$ cat config.mk
export PLATFORM = sky130hd
export DESIGN_NAME = sa_output_deskew
export DESIGN_NICKNAME = d
export VERILOG_FILES = /design/src/rtl/sa_output_deskew.sv
export SDC_FILE = /design/constraint.sdc
export NUM_CORES = 1
export LEC_CHECK = 0
export BUFFER_PORTS_ARGS = -buffer_cell sky130_fd_sc_hd__buf_4
export CORE_ASPECT_RATIO = 1.2
export CORE_UTILIZATION = 55
export CTS_CLUSTER_SIZE = 16
export DETAILED_ROUTE_END_ITERATION = 6
export GPL_ROUTABILITY_DRIVEN = 0
export PLACE_DENSITY = 0.84
export SLEW_MARGIN = 20
export SYNTH_ARGS = -nofsm -noshare
export SYNTH_HDL_FRONTEND = slang
export SYNTH_SLANG_ARGS = --single-unit
$ cat constraint.sdc
create_clock -name clk -period 3 [get_ports clk]
set_input_delay 0.45 -clock clk [delete_from_list [all_inputs] [get_ports clk]]
set_output_delay 0.45 -clock clk [all_outputs]
set_load 0.01 [all_outputs]
$ cat src/rtl/sa_output_deskew.sv
// rtl/sa_output_deskew.sv - realigns the skewed systolic-array output wavefront into whole rows
module sa_output_deskew #(
    parameter int LANES = 4,
    parameter int WIDTH = 8,
    parameter int CNT_W = 16
) (
    input  logic                   clk,
    input  logic                   rst,
    input  logic                   okay,
    input  logic [LANES-1:0]       in_valid,
    input  logic [LANES*WIDTH-1:0] in_data,
    input  logic                   in_last,
    output logic                   out_valid,
    output logic [LANES*WIDTH-1:0] out_data,
    output logic                   out_last,
    output logic                   done,
    output logic                   busy,
    output logic [CNT_W-1:0]       frame_rows,
    output logic                   err_skew
);
    localparam logic [0:0]       S_IDLE   = 1'b0;
    localparam logic [0:0]       S_ACTIVE = 1'b1;
    localparam logic [CNT_W-1:0] CNT_ONE  = CNT_W'(1);

    logic [LANES-1:0]       w_al_valid;
    logic [LANES*WIDTH-1:0] w_al_data;
    logic                   w_al_last;
    logic                   w_all;
    logic                   w_any;
    logic                   w_beat;
    logic                   w_frame_end;

    logic                   r_out_valid;
    logic [LANES*WIDTH-1:0] r_out_data;
    logic                   r_out_last;
    logic                   r_done;
    logic                   r_err;
    logic [CNT_W-1:0]       r_cnt;
    logic [CNT_W-1:0]       r_frame_rows;
    logic [0:0]             r_state;
    logic [LANES-2:0]       r_last;

    // Lane g waits LANES-1-g stages so it meets the last lane at the alignment point.
    for (genvar g = 0; g < LANES - 1; g++) begin : g_lane
        localparam int D = LANES - 1 - g;
        logic [WIDTH-1:0] r_data [D];
        logic [D-1:0]     r_valid;

        always_ff @(posedge clk) begin
            if (rst) begin
                for (int k = 0; k < D; k++) r_data[k] <= '0;
                r_valid <= '0;
            end else if (okay) begin
                r_data[0]  <= in_data[g*WIDTH +: WIDTH];
                r_valid[0] <= in_valid[g];
                for (int k = 1; k < D; k++) begin
                    r_data[k]  <= r_data[k-1];
                    r_valid[k] <= r_valid[k-1];
                end
            end
        end

        assign w_al_data[g*WIDTH +: WIDTH] = r_data[D-1];
        assign w_al_valid[g]               = r_valid[D-1];
    end

    assign w_al_data[(LANES-1)*WIDTH +: WIDTH] = in_data[(LANES-1)*WIDTH +: WIDTH];
    assign w_al_valid[LANES-1]                 = in_valid[LANES-1];

    // The frame marker rides alongside lane 0, gated by its valid.
    always_ff @(posedge clk) begin
        if (rst) begin
            r_last <= '0;
        end else if (okay) begin
            r_last[0] <= in_last & in_valid[0];
            for (int k = 1; k < LANES - 1; k++) r_last[k] <= r_last[k-1];
        end
    end

    assign w_al_last   = r_last[LANES-2];
    assign w_all       = &w_al_valid;
    assign w_any       = |w_al_valid;
    assign w_beat      = r_out_valid & okay;
    assign w_frame_end = w_beat & r_out_last;

    always_ff @(posedge clk) begin
        if (rst) begin
            r_out_valid <= 1'b0;
            r_out_data  <= '0;
            r_out_last  <= 1'b0;
            r_err       <= 1'b0;
        end else if (okay) begin
            r_out_valid <= w_all;
            r_out_data  <= w_al_data;
            r_out_last  <= w_all & w_al_last;
            if (w_any && !w_all) r_err <= 1'b1;
        end
    end

    always_ff @(posedge clk) begin
        if (rst) begin
            r_cnt        <= '0;
            r_frame_rows <= '0;
        end else if (w_beat) begin
            if (r_out_last) begin
                r_frame_rows <= r_cnt + CNT_ONE;
                r_cnt        <= '0;
            end else begin
                r_cnt <= r_cnt + CNT_ONE;
            end
        end
    end

    // done is not gated by okay so it never stretches across a stall.
    always_ff @(posedge clk) begin
        if (rst) r_done <= 1'b0;
        else     r_done <= w_frame_end;
    end

    always_ff @(posedge clk) begin
        if (rst) begin
            r_state <= S_IDLE;
        end else begin
            case (r_state)
                S_IDLE:   if (okay && in_valid[0]) r_state <= S_ACTIVE;
                S_ACTIVE: if (w_frame_end) r_state <= in_valid[0] ? S_ACTIVE : S_IDLE;
                default:  r_state <= S_IDLE;
            endcase
        end
    end

    assign out_valid  = r_out_valid;
    assign out_data   = r_out_data;
    assign out_last   = r_out_last;
    assign done       = r_done;
    assign busy       = (r_state == S_ACTIVE);
    assign frame_rows = r_frame_rows;
    assign err_skew   = r_err;
endmodule

# Word-level counts from Yosys, hierarchy flattened
# Memory sizes are Yosys's and may differ from the RTL's. A register that Yosys moved wholly into a read port is not among the register bits.
# Index checks and enable logic that the tools add are counted.
# W data, S select, Z words.
# totals
ff_bits	78
ramBits	48
inputBits	40
output_inout_bits	53
n_memories	3
# mem_list
memory	words	width	read_ports	rd_ports_with_merged_regs	write_ports	line	source
g_lane[0].r_data	3	8	3	1	3	46	logic [WIDTH-1:0] r_data [D];
g_lane[1].r_data	2	8	2	1	2	46	
g_lane[2].r_data	1	8	1	1	1	46	
# op_classes
add_sub_neg	1
n_mux	17
n_bitwise	10
reduce_logical	8
# ops
cell	n
$mux W8	6
$add A16 B1 Y16 const B	1
$mux W16	1
$mux W1	9
$reduce_or A8 Y1	1
$or A1 B1 Y1	5
$and A1 B1 Y1	4
$reduce_and A2 Y1	2
$reduce_and A4 Y1	1
$reduce_or A4 Y1	1
$logic_and A1 B1 Y1	2
$pmux W1 S2	1
$logic_not A1 Y1	1
$not A1 Y1	1

# Longest topological paths before layout
# Gate-level depths: netlist of run 1.
# depth
depth_word	5
depth_mapped	7

# Worst setup path before layout of run 1
# No wires, ideal clock.
# synth_path
path_type	input port to flip-flop
from	input port okay
to	memory g_lane[0].r_data[0][0], enable pin
t_arrival_ps	1760
t_required_ps	2616
slack_ps	856
stages	3
path_cell_list	clkbuf_1 > clkbuf_1 > or2_2
# synth_rtl
element	line	source
from (decl)	9	input logic okay,
to (decl)	46	

# Worst setup path after layout of run 1
# layout_path
from	register r_cnt[0]
to	register r_cnt[12]
# layout_via
elab_chain_cells	2
# layout_lines
element	line	source
from (decl)	38	logic [CNT_W-1:0] r_cnt;
from (signal assigned)	109	r_cnt <= r_cnt + CNT_ONE;
$add A16 B1 Y16	109	
$mux W16	105	if (r_out_last) begin
# Every way passes these cells.
# A chain may end at the register's enable or synchronous reset.

==> results of run 1 <==
## power by group
group	total, mW	switching [mW]	leakage, nW	internal, mW
clock	1.83	0.671	0.266	1.16
combinational	0.243	0.115	1.21	0.128
sequential	1.92	0.0494	1.16	1.87
## metal layers
layer | vias up | GRT usage
met3 | 4 | 0.0629
met5 | - | 0
met2 | 92 | 0.374
met1 | 1662 | 0.269
li1 | 1731 | -
met4 | 0 | 0.0726
## worst register-to-register path, delay by kind of cell, from the launching register on
kind / cells / cell delay (ps)
flip-flops: 1 / 410
AO/OA/AOI/OAI: 1 / 160
adder cells (fa/ha/maj): 1 / 270
AND/OR/NAND/NOR: 3 / 1140
## final timing paths
check | from | endpoint | slack [ps]
worst min-delay path | in_data[29] | out_data[29] | 190
worst max register to register | r_cnt[0] | r_cnt[12] | 940
worst min register to register | frame_rows[1] | frame_rows[1] | 460
worst max-delay path | r_cnt[0] | r_cnt[12] | 940
## through the flow
stage          setup WS, ps  power (mW)  hold slack (ps)  area [um^2]  utilization
3_5_place_dp            964        2.19              451         5730        0.662
4_1_cts                 949        4.02              165         6260        0.724
6_report                941        3.99              186         6260        0.724
5_1_grt                 842        4.14              184         6260        0.724
3_3_place_gp           1010        2.18              444         5730        0.662
2_1_floorplan           856        2.08              446         4960            -
## cells by family after synthesis
family,count (synthesis),share of synthesized area
AO/OA/AOI/OAI,52,0.0615
XOR/XNOR,12,0.0212
adder cells (fa/ha/maj),1,0.00252
buffers and inverters,39,0.0308
flip-flops,126,0.605
multiplexers,44,0.0887
AND/OR/NAND/NOR,182,0.190
## area by class of cell
cell class                      count  share of cell area
Multi-Input combinational cell    291               0.289
Inverter                            3             0.00180
Timing Repair Buffer              100               0.122
Clock buffer                       21              0.0685
Tap cell                          117              0.0234
Clock inverter                     11              0.0162
Sequential cell                   126               0.479
## flip-flops by register name, summed over array words and instances, names as in the netlist
signal / cells
busy: 1
done: 1
err_skew: 1
frame_rows: 16
g_lane.r_data: 48
g_lane.r_valid: 6
out_data: 32
out_last: 1
out_valid: 1
r_cnt: 16
r_last: 3
## cells in the mapped netlist, drive strengths merged, types with 3 or more instances
cell type and number:
dfxtp 78, nor2 57, and2 48, edfxtp 48, mux2i 44, clkbuf 26, nand2 26, a21oi 21
nor3 13, o21ai 11, buf 10, nand3 9, xnor2 8, a31oi 7, or3b 5, a211oi 4
nand2b 4, nor4 4, xor2 4, inv 3, nand4 3, or3 3
==> qor.yml, run 1 <==
grt-ovfl-total: 0
synth_edf_count: 48
stdcell_count: 669
finClkSkew_ps: 6.19
dp_cells: 637
synth_cell_type_count: 41
p_leak_nw: 2.64
hold_path.class: "in -> reg"
yosys_warnings: 0
grt_pass1_wl_mm: 15.7
clk_pin_slew_ps: 50
critPathMaxStageDelay_ps: 570
num_io_pins: 93
cts_setup_buffers: 0
layout.cells.most_common_list: "buf_4 (99), dfxtp_1 (78), nor2_1 (57)"
final_antenna_net_count: 0
worst-path-stages: 5
syn_avg_cell_area_um2: 10.9
die_h_um: 106
cts_htree_levels: 4
first_global_vias: 3357
cts_tree: "done"
port_buffers: 92
synth.top_cell.area_share: 0.315
tns_ps: 0
clock_path_buffers: 2
syn-num-nets: 497
max-cap-violations: 0
rsz0062_at_grt: "false"
crit_fanout: 5
synthesis.area_mm2: 0.00496
area_delta_synth_final_pct: 26.2
hpwl_mm: 6.19
vias_per_cell: 5.22
post_drt_wl_per_cell_um: 14.3
worstMarginPinSlew_ps: 589
drt_iter0_drc: 177
num_rows: 37
multi_input_area_mm2: 0.00181
met3WireLength_um: 472
timing.final.crit_share: 0.686
drive_above_1_share: 0.243
ctsResizeCount: 0
syn_inst: 456
synthFlopType: "dfxtp_1"
clkLatencyLatePin_ps: 500
critical_path_required_ps: 3420
grt_max_degree: 52
start_util: 0.573
cp_top_family: "simple AND/OR/NAND/NOR gates"
wl_mm: 9.60
dieWidth_um: 88.7
yosys_register_bits: 126
cts.sinks: 126
core_area_mm2: 0.00866
n_antenna_cell: 0
critPathBufInv: 0
peakVddDrop_uv: 432
layout.nets: 580
worstSetupPathType: "reg -> reg"
seq_area_frac_synth: 0.605
period_needed_ps: 2060
power.density_mw_per_mm2: 637
routed-via-count: 3489
hold_viol: 0
relSlewSlack: 0.604
async_flop_share: 0
grt_use_total: 0.222
firstDrtPassIters: 4
min_path_cells: 3
dieArea_mm2: 0.00941
yosysTopAreaCell: "dfxtp_1"
cp-start-kind: "flip-flop"
status: "finished, final reports clean"
cts_made_buffers: 17
crit_slowest_cell: "or4_4"
top_layer: "met4"
path_cells: "ha_1 > nand2_1 > or4_4 > or4_1 > a31oi_1"
synth_area_leaders: "dfxtp_1 (31%), edfxtp_1 (29%), mux2i_1 (8.9%)"
worstPathArrival_ps: 2480
rr_worst_depth: 5
cp-end-kind: "flip-flop"
ctsRootBufferMaster: "clkbuf_8"
wl_met1_mm: 3.95
fillCellCount: 611
layout_commonest_cell: "buf_4"
fmax_mhz: 486
antenna_found_initial: 0
ctsHoldBuffers: 0
seqCellArea_mm2: 0.00300
setup_viol: 0
drv_slew: 0
wl_met2_mm: 5.12
drc: 0
(Power assumes the default switching activity.)
==> run 2, diff against run 1 <==
- CORE_UTILIZATION: 55 -> 50
- PLACE_DENSITY: 0.84 -> 0.81
- clock period: 3 -> 1.8 ns (I/O delays scaled with it)
==> run 2 against run 1 <==
  * Sequential cell count unchanged
  * Worst setup slack got worse by 880 ps
  * Fmax grew 18%
  * Cell count grew 3.4%
  * Combinational power is 74% higher
  * Design area is 2.8% higher
  * Sequential share of layout area is 1.3 points lower
  * First-iteration DRC count fell by 12%
  * Sequential power up 66%
  * Global-route usage is 2.2 points lower
  * Clock-buffer cell count unchanged
  * Worst hold slack got worse by 86 ps
==> qor.yml, run 2 (synthesis gave the netlist of run 1 again) <==
startpoint: "r_cnt[8]"
timing.final.crit_share: 0.965  # +0.279
r2r-end: "r_cnt[12]"
drive_above_1_share: 0.281  # +0.0384
clkLatencyLatePin_ps: 400  # -100 ps
first_global_vias: 3483  # +3.8%
fillCellCount: 742  # +21%
relSlewSlack: 0.465  # -0.138
num_io_pins: 93  # unchanged
grt_use_total: 0.199  # -0.0225
finalWorstSetupSlack_ps: 62.5  # -879 ps
start_util: 0.519  # -0.0544
cts_made_buffers: 17  # unchanged
pre_cts_slack_ps: 17.6  # -947 ps
drc: 0  # unchanged
worstMarginPinSlew_ps: 798  # +209 ps
tns_ps: 0  # unchanged
crit_fanout: 7  # +2
period_needed_ps: 1740  # -321 ps
fmax_mhz: 576  # +18%
vias_per_cell: 5.18  # -0.58%
setup_viol: 0  # unchanged
grt_pass1_wl_mm: 16.0  # +1.6%
ctsRootBufferMaster: "clkbuf_16"
critical_path_required_ps: 2130  # -1290 ps
max-cap-violations: 0  # unchanged
layout_commonest_cell: "buf_4"
cts_tree: "done"
area_delta_synth_final_pct: 29.8
reg2reg_from: "r_cnt[8]"
ctsHoldBuffers: 0  # unchanged
cp-start-kind: "flip-flop"
reg2reg_setup_slack_ps: 60  # -880 ps
dieWidth_um: 93.0  # +4.8%
num_rows: 39  # +5.4%
largest_reg_flops: 48  # unchanged
hold_viol: 0  # unchanged
post_drt_wl_per_cell_um: 14.1  # -1.5%
drt_iter0_drc: 155  # -12%
worstSetupPathType: "reg -> reg"
cts_htree_levels: 4  # unchanged
dieArea_mm2: 0.0103  # +9.8%
routed-via-count: 3588  # +2.8%
wl_mm: 9.78  # +1.9%
peakVddDrop_uv: 671  # +56%
grt-ovfl-total: 0  # unchanged
layout.cells.most_common_list: "buf_4 (117), dfxtp_1 (75), nor2_1 (57)"
worstPathArrival_ps: 2070  # -410 ps
post_dp_cell_area_mm2: 0.00586  # +2.2%
rr_worst_depth: 4  # -1
largest-register: "g_lane.r_data"
finClkSkew_ps: 3.98  # -2.21 ps
dp_cells: 660  # +3.6%
hold_path.class: "in -> reg"
drv_slew: 0  # unchanged
port_buffers: 92  # unchanged
clock_path_buffers: 2  # unchanged
hpwl_mm: 6.44  # +4.1%
p_leak_nw: 2.72  # +3.1%
cts.sinks: 126  # unchanged
fin_util: 0.673  # -0.0502
p_total_mw: 6.85  # +72%
rsz0062_at_grt: "false"
final_antenna_net_count: 0  # unchanged
firstDrtPassIters: 4  # unchanged
layout.nets: 597  # +2.9%
stdcell_count: 692  # +3.4%
n_antenna_cell: 0  # unchanged
die_h_um: 111  # +4.8%
clk_pin_slew_ps: 50  # about the same
status: "finished, final reports clean"
finish.instance_area_mm2: 0.00644  # +2.8%
crit_path_end: "r_cnt[12]"
cp-end-kind: "flip-flop"
grt_max_degree: 49  # -5.8%
core_area_mm2: 0.00956  # +10%
antenna_found_initial: 0  # unchanged
power.density_mw_per_mm2: 1060  # +67%
whs_ps: 101  # -85.6 ps
-- run 2: changes by cell type in the layout (fill, tap and decap cells not counted), moves of 2 or more --
cell,change
buf_4,+18
dfxtp_2,+3
clkinv_2,-2
dfxtp_1,-3
clkinv_1,-3
clkinvlp_4,+4
-- run 2: what timing repair did --
| action | 4_1_cts | 5_1_grt |
|---|---|---|
| endpoints found under the hold margin | 0 | 0 |
| buffers inserted | 0 | 0 |
| gates resized for setup | 0 | 3 |
| setup endpoints to repair | 0 | 2 |
-- run 2: critical path, stage by stage, from the launching register on --
cell	delay (ps)
dfxtp_1	440
nand4_1	180
or4_4	470
or4_1	400
a31oi_1	170
-- run 2: cell type report --
class | instances | area (um^2) | share of cell area
Multi-Input combinational cell | 291 | 1820 | 0.283
Clock inverter | 11 | 119 | 0.0185
Tap cell | 123 | 154 | 0.0239
Sequential cell | 126 | 3010 | 0.467
Timing Repair Buffer | 117 | 878 | 0.136
Clock buffer | 21 | 450 | 0.0699
Inverter | 3 | 11.3 | 0.00175
-- run 2: metal layers --
metal	global-route usage	part of all wire	up-vias
met5	0	0	-
met4	0.0892	0.019	0
met3	0.0597	0.049	17
met1	0.222	0.41	1695
li1	-	-	1780
met2	0.345	0.53	96
-- run 2: power breakdown --
group / switching (mW) / leakage (nW) / total, mW / internal (mW)
registers: 0.0726 / 1.16 / 3.19 / 3.11
logic: 0.201 / 1.29 / 0.423 / 0.222
clock network: 1.18 / 0.269 / 3.24 / 2.06
total: 1.45 / 2.72 / 6.85 / 5.40
-- run 2: worst min path at each step --
| stage | start | end | slack, ps | depth (start not counted) |
|---|---|---|---|---|
| 5_1_grt | in_data[24] | out_data[24] | 110 | 3 |
| 4_1_cts | in_data[25] | out_data[25] | 90 | 3 |
| 3_3_place_gp | frame_rows[1] | frame_rows[1] | 460 | 2 |
| 6_report | in_valid[2] | g_lane[2].r_valid | 100 | 3 |
| 3_5_place_dp | frame_rows[1] | frame_rows[1] | 460 | 2 |
| 2_1_floorplan | in_valid[0] | busy | 390 | 2 |
